## src/rtl/alu_issue.sv

```systemverilog
// alu_issue: single-issue ALU sequencer with register file, driving an external combinational ALU
module alu_issue #(
  parameter int NREGS = 32
) (
  input  logic        clk,
  input  logic        rst,
  input  logic        req_valid,
  output logic        req_ready,
  input  logic [3:0]  req_op,
  input  logic [4:0]  req_rs1,
  input  logic [4:0]  req_rs2,
  input  logic [4:0]  req_rd,
  input  logic [31:0] req_imm,
  input  logic        req_use_imm,
  input  logic        req_is_branch,
  input  logic        req_invert,
  output logic [31:0] alu_src_a,
  output logic [31:0] alu_src_b,
  output logic [3:0]  alu_control,
  output logic        alu_invert_cond,
  input  logic [31:0] alu_result,
  input  logic        alu_take_branch,
  output logic        rsp_valid,
  input  logic        rsp_ready,
  output logic [31:0] rsp_result,
  output logic        rsp_take_branch,
  output logic [4:0]  rsp_rd,
  input  logic [4:0]  dbg_addr,
  output logic [31:0] dbg_data,
  output logic [31:0] retired
);
  localparam logic [3:0] ALU_NOOP = 4'd0;
  localparam int AW = NREGS > 1 ? $clog2(NREGS) : 1;
  localparam logic [5:0] NR = 6'(NREGS);
  typedef enum logic [1:0] {IDLE, EXEC, RESP} state_t;
  state_t      state_q, state_d;
  logic [31:0] regs_q [NREGS];
  logic [3:0]  op_q;
  logic [4:0]  rd_q, rsp_rd_q;
  logic        br_q, inv_q, tb_q;
  logic [31:0] a_q, b_q, res_q, retired_q;
  // Index 0 and indices beyond the file alias the hardwired zero register
  function automatic logic live(input logic [4:0] a);
    return a != 5'd0 && {1'b0, a} < NR;
  endfunction
  function automatic logic [31:0] rd_reg(input logic [4:0] a);
    return live(a) ? regs_q[a[AW-1:0]] : 32'd0;
  endfunction
  always_comb begin
    state_d = state_q;
    state_d = (state_q == IDLE && req_valid) ? EXEC :
              (state_q == EXEC) ? RESP :
              (state_q == RESP && rsp_ready) ? IDLE : state_q;
    req_ready       = state_q == IDLE && !rst;
    rsp_valid       = state_q == RESP && !rst;
    alu_control     = state_q == EXEC ? op_q : ALU_NOOP;
    alu_src_a       = state_q == EXEC ? a_q : 32'd0;
    alu_src_b       = state_q == EXEC ? b_q : 32'd0;
    alu_invert_cond = state_q == EXEC && inv_q;
  end
  always_ff @(posedge clk) begin
    if (rst) begin
      state_q   <= IDLE;
      for (int i = 0; i < NREGS; i++) regs_q[i] <= 32'd0;
      res_q     <= 32'd0;
      tb_q      <= 1'b0;
      rsp_rd_q  <= 5'd0;
      retired_q <= 32'd0;
    end else begin
      state_q <= state_d;
      if (state_q == IDLE && req_valid) begin
        op_q  <= req_op;
        rd_q  <= req_rd;
        br_q  <= req_is_branch;
        inv_q <= req_invert;
        a_q   <= rd_reg(req_rs1);
        b_q   <= req_use_imm ? req_imm : rd_reg(req_rs2);
      end
      if (state_q == EXEC) begin
        res_q    <= alu_result;
        tb_q     <= br_q && alu_take_branch;
        rsp_rd_q <= rd_q;
        if (!br_q && live(rd_q)) regs_q[rd_q[AW-1:0]] <= alu_result;
      end
      if (state_q == RESP && rsp_ready) retired_q <= retired_q + 32'd1;
    end
  end
  assign rsp_result      = res_q;
  assign rsp_take_branch = tb_q;
  assign rsp_rd          = rsp_rd_q;
  assign retired         = retired_q;
  assign dbg_data        = rd_reg(dbg_addr);
endmodule

```

## config.mk

```make
export PLATFORM = sky130hd
export DESIGN_NAME = alu_issue
export DESIGN_NICKNAME = d
export VERILOG_FILES = /design/src/rtl/alu_issue.sv
export SDC_FILE = /design/constraint.sdc
export NUM_CORES = 2
export LEC_CHECK = 0
export BUFFER_PORTS_ARGS = -buffer_cell sky130_fd_sc_hd__buf_2
export CORE_AREA = 2 2 418 420
export CTS_BUF_LIST = sky130_fd_sc_hd__clkbuf_4
export CTS_CLUSTER_DIAMETER = 50
export DETAILED_ROUTE_END_ITERATION = 6
export DIE_AREA = 0 0 420 422
export MAX_ROUTING_LAYER = met4
export PLACE_DENSITY = 0.63
export SYNTH_ARGS = -nofsm -noshare
export SYNTH_HDL_FRONTEND = slang
export SYNTH_SLANG_ARGS = --single-unit
```

## constraint.sdc

```tcl
create_clock -name clk -period 3.6 [get_ports clk]
set_clock_uncertainty 0.05 [all_clocks]
set_input_delay 0 -clock clk [delete_from_list [all_inputs] [get_ports clk]]
set_output_delay 0 -clock clk [all_outputs]
set_load 0.05 [all_outputs]
```

# --- Word level (Yosys, flattened, before mapping) ---
# Memories as Yosys holds them, arrays and structs flattened. A register that Yosys moved wholly into a read port is not among the register bits.
# Cells that the tools add are included.
op_classes:
  add_sub_neg: 1
  eq_ne: 2
  n_mux: 18
  bitwise: 1
  reduce_logical: 20
ops:
  columns: ["cell", "count"]
  rows:
  - ["32-bit two-way mux", 6]
  - ["32-bit by 1-bit adder with 32-bit output, second input constant", 1]
  - ["32-bit OR reduction", 1]
  - ["5-bit nonzero test", 4]
  - ["1-bit two-way mux", 8]
  - ["1-bit logical AND", 7]
  - ["5-bit two-way mux", 1]
  - ["2-bit two-way mux", 2]
  - ["4-bit two-way mux", 1]
  - ["1-bit zero test", 3]
  - ["3-bit nonzero test", 1]
  - ["2-bit by 1-bit equality test with 1-bit output, second input constant", 1]
  - ["2-bit equality test, second input constant", 1]
  - ["2-bit zero test", 1]
  - ["2-bit AND reduction", 1]
  - ["2-bit nonzero test", 1]
  - ["2-bit OR reduction", 1]
  - ["1-bit NOT", 1]
totals:
  reg_bits: 115
  mem_bits_rw: 1024
  in_bits: 96
  word_cells: 54
  mem_count: 1
memory_table:
  columns: ["memory", "words", "width", "rd", "rd_clocked_by_memory_dff", "write_ports", "line", "rtl"]
  rows:
  - ["regs_q", 32, 32, 3, 1, 32, "37", "logic [31:0] regs_q [NREGS];"]

# --- Logic depth before layout (Yosys ltp) ---
depth:
  depth_word: 8
  mapped_depth: 9
  depth_no_buf: 6

# --- Worst setup path after synthesis ---
# OpenSTA, ideal clock, no wires.
synth_path:
  path_kind: "reg2reg"
  startpoint: "register state_q[0]"
  endpoint: "register a_q[0] (read register of regs_q), enable pin"
  setup_time_ns: 0.441
  t_arrival_ns: 3.495
  t_required_ns: 3.109
  setup_slack_ns: -0.385
  path_stages_with_launch: 4
  path_buffers: 1
  path_cell_list: "dfxtp_1 > clkbuf_1 > nor3_1 > and2_1"
synth_via:
  elab_chain_cells: 3
synth_rtl:
  columns: ["element", "line", "rtl"]
  rows:
  - ["start: declaration", "36", "state_t state_q, state_d;"]
  - ["start signal: assignment", "70", "state_q <= state_d;"]
  - ["2-bit zero test", "71", "if (state_q == IDLE && req_valid) begin"]
  - ["1-bit logical AND", "71", null]
  - ["2-bit AND reduction (no source line)", null, null]
  - ["end: declaration", "41", "logic [31:0] a_q, b_q, res_q, retired_q;"]
# Every way passes these cells.
# A chain may end at the register's enable or synchronous reset.

# --- Worst setup path after layout ---
layout_path:
  startpoint: "input port req_rs1[3]"
  endpoint: "register a_q[28] (read register of regs_q) (data pin)"
layout_via:
  elab_chain_cells: 2
layout_rtl:
  columns: ["element", "line", "rtl"]
  rows:
  - ["start: declaration", "10", "input logic [4:0] req_rs1,"]
  - ["5-bit nonzero test", "44", "return a != 5'd0 && {1'b0, a} < NR;"]
  - ["1-bit zero test (no source line)", null, null]
# Several ways; a longest one is shown, not always the timed one.

==> impl_metrics.tcl <==
set metrics [dict create \
    worst_setup_path_start_kind "primary input" \
    grt_overflow 0 \
    area_delta_synth_final_pct 18.1 \
    peakVddDrop_mv 0.330 \
    ctsResizeCount 0 \
    tightest_slew_ns 1.21 \
    finalWirelength_um 278000 \
    drt_iter0_markers 7212 \
    synth_edf_count 1099 \
    outcome "complete, but fails checks" \
    crit_path_max_fanout 24 \
    cp_cell_sequence "dlygate4sd3_1 -> buf_2 -> dlygate4sd3_1 -> buf_4 -> or3b_2 -> buf_12 -> o22ai_1 -> or3_1 -> a21oi_1 -> dlygate4sd3_1 -> nor3_1 -> dlygate4sd3_1" \
    grt_start_max_net_pins 89 \
    cap_violations 0 \
    hold_viol_final 0 \
    clockRootBuffer "clkbuf_4" \
    max_freq_ghz 0.271 \
    cts_max_level 5 \
    crit_top_cell "dlygate4sd3_1" \
    min_period_over_period_pct 103 \
    rows 153 \
    dp.final_hpwl_um 175000 \
    synth_top_area_share_pct 48.1 \
    ys_types 55 \
    final_antenna_net_count 0 \
    vias_per_cell 6.34 \
    portBuffers 268 \
    dp.cells 7340 \
    worst_slack_ns -0.0915 \
    vias 52161 \
    dieArea_mm2 0.177 \
    rsz0062_at_grt "false" \
    r2r_setup_slack_ns 0.14 \
    firstDrtPassIters 6 \
    violations "setup timing" \
    cp.required_ns 4.63 \
    clkLatencyLatePin_ns 1.36 \
    fin_nets 5766 \
    cts-buffers-inserted 344 \
    io_pins 269 \
    fp.dieH_um 422 \
    route.detailed.drc 0 \
    wl_per_cell_um 33.8 \
    coreArea_mm2 0.173 \
    cts_tree "done" \
    grt_pass1_vias 52250 \
    rr_worst_depth 7 \
    drive_above_1_share_pct 30.6 \
    synth_ff_type "edfxtp_1" \
    worstSetupEndpoint "a_q[28]$_SDFFCE_PN0P_" \
    die_w_um 420 \
    slowest_stage "dlygate4sd3_1" \
    holdPathStages 3 \
    synthCells 4977 \
    startpoint "req_rs1[3]" \
    finalNonFillerCells 8233 \
    antenna_found_initial 15 \
    layout_min_cycle_time_ns 3.69 \
    setup_violations 1 \
    path_class "in2reg" \
    syn-cell-area_mm2 0.0686 \
    synth.yosys.seq_area_share_pct 50.2 \
    min_path_type "in2reg" \
    cts.sink_count 1171 \
    synthTopCellsByArea "edfxtp_1, mux4_2, and2_1" \
    tns_ns -0.0915 \
    slowest_delay_ns 1.04 \
    power_uw 33600 \
    leakage_uw 0.0307 \
    initial_core_util_pct 39.7 \
    power_per_cell_area_mw_per_mm2 414 \
    yosys_warnings 0 \
    whs_ns 0.0861 \
    drv_slew 0 \
    maxSlewHeadroom_pct 19.3 \
    synth_top_cell_by_area "edfxtp_1" \
    min_from "req_rd[3]" \
    path_clk_slew_ns 0.07 \
    async_flop_share_pct 0 \
    synth_seq_cells 1171 \
    avgSynthCellArea_um2 13.8 \
    critPathArrivalTime_ns 4.72 \
    end_kind "flip-flop" \
    gp_congestion 0.947 \
    grt_pass1_wl_um 388000 \
    r2r-end "a_q[30]$_SDFFCE_PN0P_" \
    track_usage_pct 31.9 \
    cts_buffer_depth 4 \
    timing.rr.start "regs_q[10][30]$_SDFFCE_PN0P_" \
]
## Yosys cell counts, types with 30 or more instances
library cell  instances
clkbuf_1            363
and2_1             1064
o21ai_0              61
or2_2                31
edfxtp_1           1099
nor3_1               33
mux4_2              598
mux2_2               67
nor2_1              144
o22a_1               30
mux2i_1             471
a21oi_1             181
o22ai_1             118
o211ai_1             31
a2111oi_0            32
a21o_1               32
buf_2               106
a221oi_1             30
nand2_1             122
dfxtp_1              72
## how the worst min path moves through the flow
stage,end
after floorplan,br_q$_DFFE_PP_
after global placement,op_q[3]$_DFFE_PP_
after detailed placement,rd_q[0]$_DFFE_PP_
after CTS,a_q[10]$_SDFFCE_PN0P_
after global routing,rd_q[3]$_DFFE_PP_
final,rd_q[3]$_DFFE_PP_
## timing repair
item,4_1_cts,5_1_grt
setup buffers,5,0
hold buffers,303,0
endpoints found under the hold margin,1891,0
setup endpoints to repair,16,0
## per-stage QoR
| step | util [%] | setup WS, ns | area (µm²) |
|---|---|---|---|
| finish | 46.9 | -0.0915 | 81100 |
| global route | 46.9 | 0.0588 | 81000 |
| CTS | 46.9 | 0.0753 | 81000 |
| detailed placement | 42.6 | 0.276 | 73700 |
| global placement | 42.6 | 0.288 | 73700 |
| floorplan | - | 0.382 | 68700 |
## layer usage
layer,global-route usage (%),routed length [µm]
met5,-,0
met4,23.6,24200
met3,7.17,30300
met2,47.5,127000
met1,38.0,97200
## cells in the final DEF (no fill, tap or decap), types with 19 or more instances in the layout
master / count
edfxtp_1: 1099
and2_1: 1063
mux4_2: 598
clkbuf_4: 474
mux2i_1: 471
dlygate4sd3_1: 278
buf_2: 258
buf_4: 224
a21oi_1: 181
nand2_1: 121
o22ai_1: 118
nor2_1: 113
clkinv_1: 78
buf_12: 72
dfxtp_1: 72
mux2_2: 67
o21ai_0: 61
a21o_1: 32
conb_1: 32
o211ai_1: 31
nor2_4: 31
or2_2: 31
nor3_1: 30
a221oi_1: 30
o22a_1: 30
a211oi_1: 26
nand3_1: 26
xor2_1: 22
a2111oi_0: 19
## worst max-delay path: cells and delay by family
kind,cells,cell delay [ns]
AO/OA/AOI/OAI,2,0.31
buffers and inverters,7,3.55
AND/OR/NAND/NOR,3,0.84
## cell type report
class | count | area (µm²)
multi-input cells | 3308 | 32300
flip-flops and latches | 1171 | 34400
diodes | 15 | 37.5
well taps | 2325 | 2910
clock buffers | 474 | 3560
inverters | 4 | 15.0
clock inverters | 96 | 458
fillers | 15149 | 91800
repair buffers | 840 | 7310
## cells by family (layout without fill, tap and decap cells)
kind of cell	count (synthesis)	count (layout)	synth area share, %
other	1	47	0.00547
XOR/XNOR	28	28	0.357
adder cells (fa/ha/maj)	1	1	0.0182
AND/OR/NAND/NOR	1515	1515	12.8
buffers and inverters	529	1414	3.32
AO/OA/AOI/OAI	596	596	5.65
multiplexers	1136	1136	27.6
flip-flops	1171	1171	50.2
## registers in the layout, summed over array words and instances (netlist names), 2 cells and up
register    flops
a_q            32
b_q            32
op_q            4
rd_q            5
regs_q       1024
retired        32
rsp_rd          5
rsp_result     32
state_q         2
## power by group
part           internal (µW)  switching, µW
Combinational           2150           3250
Sequential             15400            415
Clock                   6250           6140
Total                  23800           9810
No activity file was read; power rests on OpenSTA's default activity.
